### src/rtl/ser48_rx_if.sv
// Received-word handshake between the serial receiver and its consumer.
// The receiver drives data/valid; the consumer answers with ready.
interface ser48_rx_if;
  logic [47:0] data;
  logic        valid;
  logic        ready;

  modport master (output data, output valid, input ready);
  modport slave  (input data, input valid, output ready);
endinterface

### src/rtl/ser48_rx.sv
// 48-bit asynchronous serial receiver: start bit, 48 data bits LSB first, stop bit.
// Good words are presented through a valid/ready handshake; sticky flags report framing errors and overruns.
module ser48_rx #(
  parameter int BIT_PERIOD  = 1252,
  parameter int HALF_PERIOD = BIT_PERIOD / 2
) (
  input  logic        clk,
  input  logic        rst_n,
  input  logic        din,
  input  logic        err_clr,
  output logic        busy,
  output logic        frame_err,
  output logic        overrun,
  ser48_rx_if.master  rx
);

  localparam int CW = (BIT_PERIOD > 1) ? $clog2(BIT_PERIOD) : 1;

  typedef enum logic [1:0] {IDLE, START, DATA, STOP} state_t;

  state_t        state_reg;
  logic          sync_reg;
  logic          din_s;
  logic          din_d;
  logic [CW-1:0] cnt_reg;
  logic [5:0]    bit_cnt_reg;
  logic [47:0]   shift_reg;
  logic [47:0]   data_reg;
  logic          valid_reg;
  logic          frame_err_reg;
  logic          overrun_reg;

  logic bit_end;
  logic half_end;
  logic stop_good;
  logic stop_bad;
  logic accept;

  assign bit_end   = (cnt_reg == CW'(BIT_PERIOD - 1));
  assign half_end  = (cnt_reg == CW'(HALF_PERIOD - 1));
  assign stop_good = (state_reg == STOP) && bit_end && din_s;
  assign stop_bad  = (state_reg == STOP) && bit_end && !din_s;
  assign accept    = valid_reg && rx.ready;

  assign busy      = (state_reg != IDLE);
  assign frame_err = frame_err_reg;
  assign overrun   = overrun_reg;
  assign rx.data   = data_reg;
  assign rx.valid  = valid_reg;

  always_ff @(posedge clk or negedge rst_n) begin
    if (!rst_n) begin
      state_reg     <= IDLE;
      sync_reg      <= 1'b1;
      din_s         <= 1'b1;
      din_d         <= 1'b1;
      cnt_reg       <= '0;
      bit_cnt_reg   <= '0;
      shift_reg     <= '0;
      data_reg      <= '0;
      valid_reg     <= 1'b0;
      frame_err_reg <= 1'b0;
      overrun_reg   <= 1'b0;
    end else begin
      sync_reg <= din;
      din_s    <= sync_reg;
      din_d    <= din_s;

      // A word arriving while the previous one is still held is dropped.
      if (stop_good && (!valid_reg || rx.ready)) begin
        data_reg  <= shift_reg;
        valid_reg <= 1'b1;
      end else if (accept) begin
        valid_reg <= 1'b0;
      end

      if (stop_good && valid_reg && !rx.ready) begin
        overrun_reg <= 1'b1;
      end else if (err_clr) begin
        overrun_reg <= 1'b0;
      end

      if (stop_bad) begin
        frame_err_reg <= 1'b1;
      end else if (err_clr) begin
        frame_err_reg <= 1'b0;
      end

      case (state_reg)
        IDLE: begin
          cnt_reg <= '0;
          if (din_d && !din_s) begin
            state_reg <= START;
          end
        end
        START: begin
          if (half_end) begin
            cnt_reg <= '0;
            if (!din_s) begin
              state_reg   <= DATA;
              bit_cnt_reg <= '0;
            end else begin
              state_reg <= IDLE;
            end
          end else begin
            cnt_reg <= cnt_reg + CW'(1);
          end
        end
        DATA: begin
          if (bit_end) begin
            cnt_reg   <= '0;
            shift_reg <= {din_s, shift_reg[47:1]};
            if (bit_cnt_reg == 6'd47) begin
              state_reg <= STOP;
            end else begin
              bit_cnt_reg <= bit_cnt_reg + 6'd1;
            end
          end else begin
            cnt_reg <= cnt_reg + CW'(1);
          end
        end
        STOP: begin
          if (bit_end) begin
            cnt_reg   <= '0;
            state_reg <= IDLE;
          end else begin
            cnt_reg <= cnt_reg + CW'(1);
          end
        end
        default: begin
          state_reg <= IDLE;
          cnt_reg   <= '0;
        end
      endcase
    end
  end

endmodule

### src/flat_wrapper.sv
// flat-port wrapper written by rule: the top's interface ports become plain ports
module ser48_rx_flat 
#(
  parameter int BIT_PERIOD  = 1252,
  parameter int HALF_PERIOD = BIT_PERIOD / 2
)
  (clk, rst_n, din, err_clr, busy, frame_err, overrun, rx_data, rx_valid, rx_ready);
  ser48_rx_if rx_i ();
  input  logic clk;
  input  logic rst_n;
  input  logic din;
  input  logic err_clr;
  output logic busy;
  output logic frame_err;
  output logic overrun;
  output wire logic [$bits(rx_i.data)-1:0] rx_data;
  output wire logic [$bits(rx_i.valid)-1:0] rx_valid;
  input wire logic [$bits(rx_i.ready)-1:0] rx_ready;
  assign rx_data = rx_i.data;
  assign rx_valid = rx_i.valid;
  assign rx_i.ready = rx_ready;
  ser48_rx #(.BIT_PERIOD(BIT_PERIOD), .HALF_PERIOD(HALF_PERIOD)) u_core (.clk(clk), .rst_n(rst_n), .din(din), .err_clr(err_clr), .busy(busy), .frame_err(frame_err), .overrun(overrun), .rx(rx_i));
endmodule
### config.mk
export PLATFORM = sky130hd
export DESIGN_NAME = ser48_rx_flat
export DESIGN_NICKNAME = d
export VERILOG_FILES = /design/src/rtl/ser48_rx_if.sv /design/src/rtl/ser48_rx.sv /design/src/flat_wrapper.sv
export SDC_FILE = /design/constraint.sdc
export NUM_CORES = 1
export LEC_CHECK = 0
export ABC_AREA = 1
export CORE_ASPECT_RATIO = 1.5
export CORE_MARGIN = 8
export CORE_UTILIZATION = 50
export CTS_CLUSTER_DIAMETER = 80
export DETAILED_ROUTE_END_ITERATION = 10
export GPL_TIMING_DRIVEN = 0
export HOLD_SLACK_MARGIN = 0.1
export PLACE_DENSITY_LB_ADDON = 0.2
export SKIP_LAST_GASP = 1
export SLEW_MARGIN = 10
export SYNTH_ARGS = -nofsm -noshare
export SYNTH_HDL_FRONTEND = slang
export SYNTH_SLANG_ARGS = --single-unit
export TNS_END_PERCENT = 30
### constraint.sdc
create_clock -name clk -period 1.7 [get_ports clk]
set_input_delay 0.17 -clock clk [delete_from_list [all_inputs] [get_ports clk]]
set_output_delay 0.17 -clock clk [all_outputs]
set_load 0.02 [all_outputs]
; ---- Yosys cells after proc, flatten, opt, wreduce, memory -nomap -nowiden
; Cells that the tools add are included.
[classes]
muxes = 20
n_lt_le_gt_ge = 0
shift = 0
n_bitwise = 0
n_eq_ne = 13
n_reduce_logical = 22
mul = 0
n_addsub = 2
n_div = 0
[ops]
columns = operator, count
row1 = one-hot mux 11 bit (3 select lines), 1
row2 = 2-to-1 mux 6 bit, 4
row3 = 2-to-1 mux 11 bit, 2
row4 = 2-to-1 mux 2 bit, 6
row5 = one-hot mux 6 bit (2 select lines), 1
row6 = adder 11 x 1 -> 11 bit (second input constant), 1
row7 = == test 11 x 10 -> 1 bit (second input constant), 1
row8 = == test 11 bit (second input constant), 1
row9 = != test 2 x 1 -> 1 bit (second input constant), 5
row10 = AND reduction 5 bit, 2
row11 = nonzero test 2 bit, 5
row12 = logical AND 1 bit, 8
row13 = one-hot mux 2 bit (4 select lines), 1
row14 = adder 6 x 1 -> 6 bit (second input constant), 1
row15 = == test 6 bit (second input constant), 1
row16 = 2-to-1 mux 1 bit, 5
row17 = == test 2 bit (second input constant), 2
row18 = != test 2 bit (second input constant), 2
row19 = logical NOT 1 bit, 3
row20 = == test 2 x 1 -> 1 bit (second input constant), 1
row21 = logical NOT 2 bit, 1
row22 = AND reduction 2 bit, 1
row23 = OR reduction 2 bit, 1
row24 = logical OR 1 bit, 1
[totals]
mem_count = 0
latch_bits = 0
romBits = 0
ff_bits = 121
input_bits = 5
out_inout_bits = 52
ram_bits = 0

; ---- Longest topological paths before layout
[logic_depth]
depth_word = 6
ltp_mapped = 10
ltp_nobuf = 10

; ---- Least setup slack after synthesis
; Ideal clock, no wire load.
[synth_timing]
path_type = flip-flop to flip-flop
start = register u_core.cnt_reg[0]
end = register u_core.data_reg[39], in the netlist u_core.rx.data[39]
path_stages_with_launch = 11
setup_slack_ns = 0.046
period_less_slack_ns = 1.654
setup_time_ns = 0.117
arrival_ns = 1.537
path_cell_list = dfrtp_1 > ha_1 > inv_1 > nor3_1 > nand3_1 > nor2_2 > nand3_1 > buf_4 > buf_6 > nand2_1 > nand2_1
[synth_between]
elab_chain_cells = 4
[synth_rtl]
columns = element, line_no
row1 = "start, declared", ser48_rx.sv:25  ; logic [CW-1:0] cnt_reg;
row2 = "start signal, assigned", ser48_rx.sv:106  ; cnt_reg <= cnt_reg + CW'(1);
row3 = "start signal, assigned", ser48_rx.sv:119  ; cnt_reg <= cnt_reg + CW'(1);
row4 = "start signal, assigned", ser48_rx.sv:127  ; cnt_reg <= cnt_reg + CW'(1);
row5 = == test 11 bit, ser48_rx.sv:39  ; assign bit_end = (cnt_reg == CW'(BIT_PERIOD - 1));
row6 = logical AND 1 bit (2 in a row), ser48_rx.sv:41  ; assign stop_good = (state_reg == STOP) && bit_end && din_s;
row7 = logical AND 1 bit, ser48_rx.sv:70  ; if (stop_good && (!valid_reg || rx.ready)) begin
row8 = "end signal, assigned", ser48_rx.sv:71  ; data_reg <= shift_reg;
row9 = "end, declared", ser48_rx.sv:28  ; logic [47:0] data_reg;
; No other way between the ends.
; A chain may end at the register's enable or synchronous reset.

; ---- Final worst setup path
[layout_timing]
start = register u_core.cnt_reg[0]
end = register u_core.data_reg[40], in the netlist u_core.rx.data[40]
; The elaborated chain is that of the path after synthesis.

==> impl_metrics.json <==
{
  "yosysSeqAreaShare_pct": 58.9,
  "reg2reg_slack_ns": -0.03,
  "yosysTopAreaCell": "dfrtp_1",
  "fmax_ghz": 0.578,
  "area_delta_synth_final_pct": 29.6,
  "critPathMaxFanout": 10,
  "dp_slack_ns": -0.386,
  "grt_pass1_vias": 4334,
  "dp.cells": 769,
  "grt_max_degree": 73,
  "drive_above_1_share_pct": 11.5,
  "final_cell_mix": "240 x nand2_1, 118 x dfrtp_1, 59 x nand3_1",
  "num_vias": 4368,
  "multi_input_area_um2": 1920,
  "routabilityCongestion": 0.831,
  "crit_end": "u_core.rx.data[40]$_DFFE_PN0P_",
  "start_util_pct": 51.1,
  "grt.total_usage_pct": 18.1,
  "nets": 689,
  "routed_wl_um": 11900,
  "hold_viol_final": 0,
  "worst_slack_ns": -0.0298,
  "final_common_cell": "nand2_1",
  "worstPathArrival_ns": 2.03,
  "peakVddDrop_uv": 840,
  "yosys.cell_types.count": 25,
  "finalSetupViolations": 42,
  "finalPower_mw": 7.09,
  "hold_class": "input port to flop",
  "antenna_found_initial": 0,
  "placed_area_um2": 5880,
  "synth_edf_count": 0,
  "fin_crit_ns": 1.73,
  "numCtsBuffers": 17,
  "clock_path_buffers": 2,
  "r2r-end": "u_core.rx.data[40]$_DFFE_PN0P_",
  "crit_path_end_kind": "flop",
  "cp-start-kind": "flop",
  "placementRows": 45,
  "drt-met1-wl_um": 4740,
  "synthCells": 595,
  "drc_errors": 0,
  "clkTransAtPathRegs_ns": 0.05,
  "fin_util_pct": 66.2,
  "async_flop_share_pct": 100,
  "syn_area_um2": 5150,
  "core_area_um2": 10100,
  "via_per_inst": 5.39,
  "fin_cells": 810,
  "regArea_um2": 3030,
  "synth-main-ff-cell": "dfrtp_1",
  "path_class": "flop to flop",
  "yosys_warnings": 0,
  "top_layer_used": "met4",
  "tritoncts": "yes",
  "powerDensity_nw_per_um2": 1060,
  "dpl.hpwl_um": 8100,
  "clk_latency_ns": 0.41,
  "crit_required_ns": 2.00,
  "post-route-period-util_pct": 102,
  "r2r_start": "u_core.cnt_reg[0]$_DFF_PN0_",
  "htree_levels": 4,
  "syn_avg_cell_area_um2": 8.65,
  "failed_checks": "setup timing",
  "skew_ns": 0.00660,
  "dr.pass1.iters": 5,
  "final_antenna_net_count": 0,
  "ios": 57,
  "finalMaxSlewViolations": 0,
  "critPathLaunch": "u_core.cnt_reg[0]$_DFF_PN0_",
  "total_leakage_power_nw": 3.48,
  "clock-root-buffer": "clkbuf_16",
  "die_w_um": 98.8,
  "yosysTopAreaCellShare_pct": 57.4,
  "synth_area_leaders": "dfrtp_1 57%, nand2_1 18%, nand4_1 6.0%",
  "relSlewSlack_pct": 68.8,
  "worst_pin_slew_ns": 0.468,
  "port_buffers": 56,
  "die-height_um": 140,
  "status": "complete, but fails checks",
  "maxCapViolCount": 0,
  "diodes": 0,
  "syn_nets": 603,
  "grt-ovfl-total": 0,
  "wl_met3_um": 540,
  "synth-seq-cells": 121,
  "rsz0062_at_grt": "true",
  "wl_per_cell_um": 14.7,
  "grt_first_pass_wirelength_um": 20200,
  "met2_length_um": 6440,
  "hold_ws_ns": 0.180,
  "design_area_um2": 6670,
  "fill_cells": 819,
  "setup_tns_ns": -0.514,
  "reg2reg_depth": 10,
  "drt_iter0_markers": 266,
  "dieArea_um2": 13900,
  "cts.sink_count": 121
}
Yosys cell counts (2+ instances only):
master    count
buf_2        10
buf_6         2
clkbuf_1     24
dfrtp_1     118
dfstp_2       3
ha_1          3
inv_1        22
nand2_1     245
nand3_1      61
nand3b_1      2
nand4_1      49
nor2_1       31
nor3_1        4
o21ai_0       4
xnor2_1       2
xor2_1        6
worst max-delay path, cell delays in order (launching register included):
cell and delay, ns:
dfrtp_1 0.35, ha_2 0.20, inv_2 0.06, nor3_4 0.12, nand3_2 0.14, nor2_4 0.20
nand3_2 0.12, buf_6 0.17, buf_8 0.14, nand2_1 0.06, nand2_1 0.06
report_power, final:
part,switching [mW],internal [mW]
registers,0.0678,2.96
clock network,1.22,2.36
logic,0.305,0.184
logic make-up after synthesis:
family / count (synthesis) / synth area share [%]
AO/OA/AOI/OAI: 10 / 1.19
buffers and inverters: 60 / 4.98
XOR/XNOR: 8 / 1.36
flip-flops: 121 / 58.9
adder cells (fa/ha/maj): 3 / 0.729
AND/OR/NAND/NOR: 393 / 32.8
final cells by class:
class                           instances  share of cell area [%]
Multi-Input combinational cell        414                    28.8
Inverter                               23                    1.33
Clock buffer                           22                    6.96
Timing Repair Buffer                   68                    10.2
Clock inverter                          9                    1.84
Buffer                                 36                    3.23
Sequential cell                       121                    45.5
Tap cell                              117                    2.20
worst min-delay path by stage:
| stage | from | end | slack, ns | depth (start not counted) |
|---|---|---|---|---|
| 2_1_floorplan | rst_n | asynchronous set/reset pin | -0.13 | 0 |
| 3_3_place_gp | u_core.sync_reg$_DFF_PN1_ | u_core.din_s$_DFF_PN1_ | 0.35 | 0 |
| 3_5_place_dp | rst_n | u_core.rx.data[35]$_DFFE_PN0P_ | 0.14 | 1 |
| 4_1_cts | din | u_core.sync_reg$_DFF_PN1_ | 0.17 | 1 |
| 5_1_grt | din | u_core.sync_reg$_DFF_PN1_ | 0.17 | 1 |
| 6_report | din | u_core.sync_reg$_DFF_PN1_ | 0.18 | 1 |
repair_timing:
action	CTS	global route
gates resized for setup	15	40
endpoints found under the hold margin	49	0
hold buffers	1	0
gates cloned	0	0
buffers inserted	9	1
endpoints found under the setup margin	105	115
pin swaps	2	2
per-layer routing:
| layer | track usage, % | vias to the layer above |
|---|---|---|
| met1 | 20.0 | 2127 |
| met2 | 31.6 | 103 |
| met4 | 7.47 | 0 |
| li1 | - | 2116 |
| met5 | 0 | - |
| met3 | 5.26 | 22 |
Note: power is estimated with default switching activity, not from simulation.
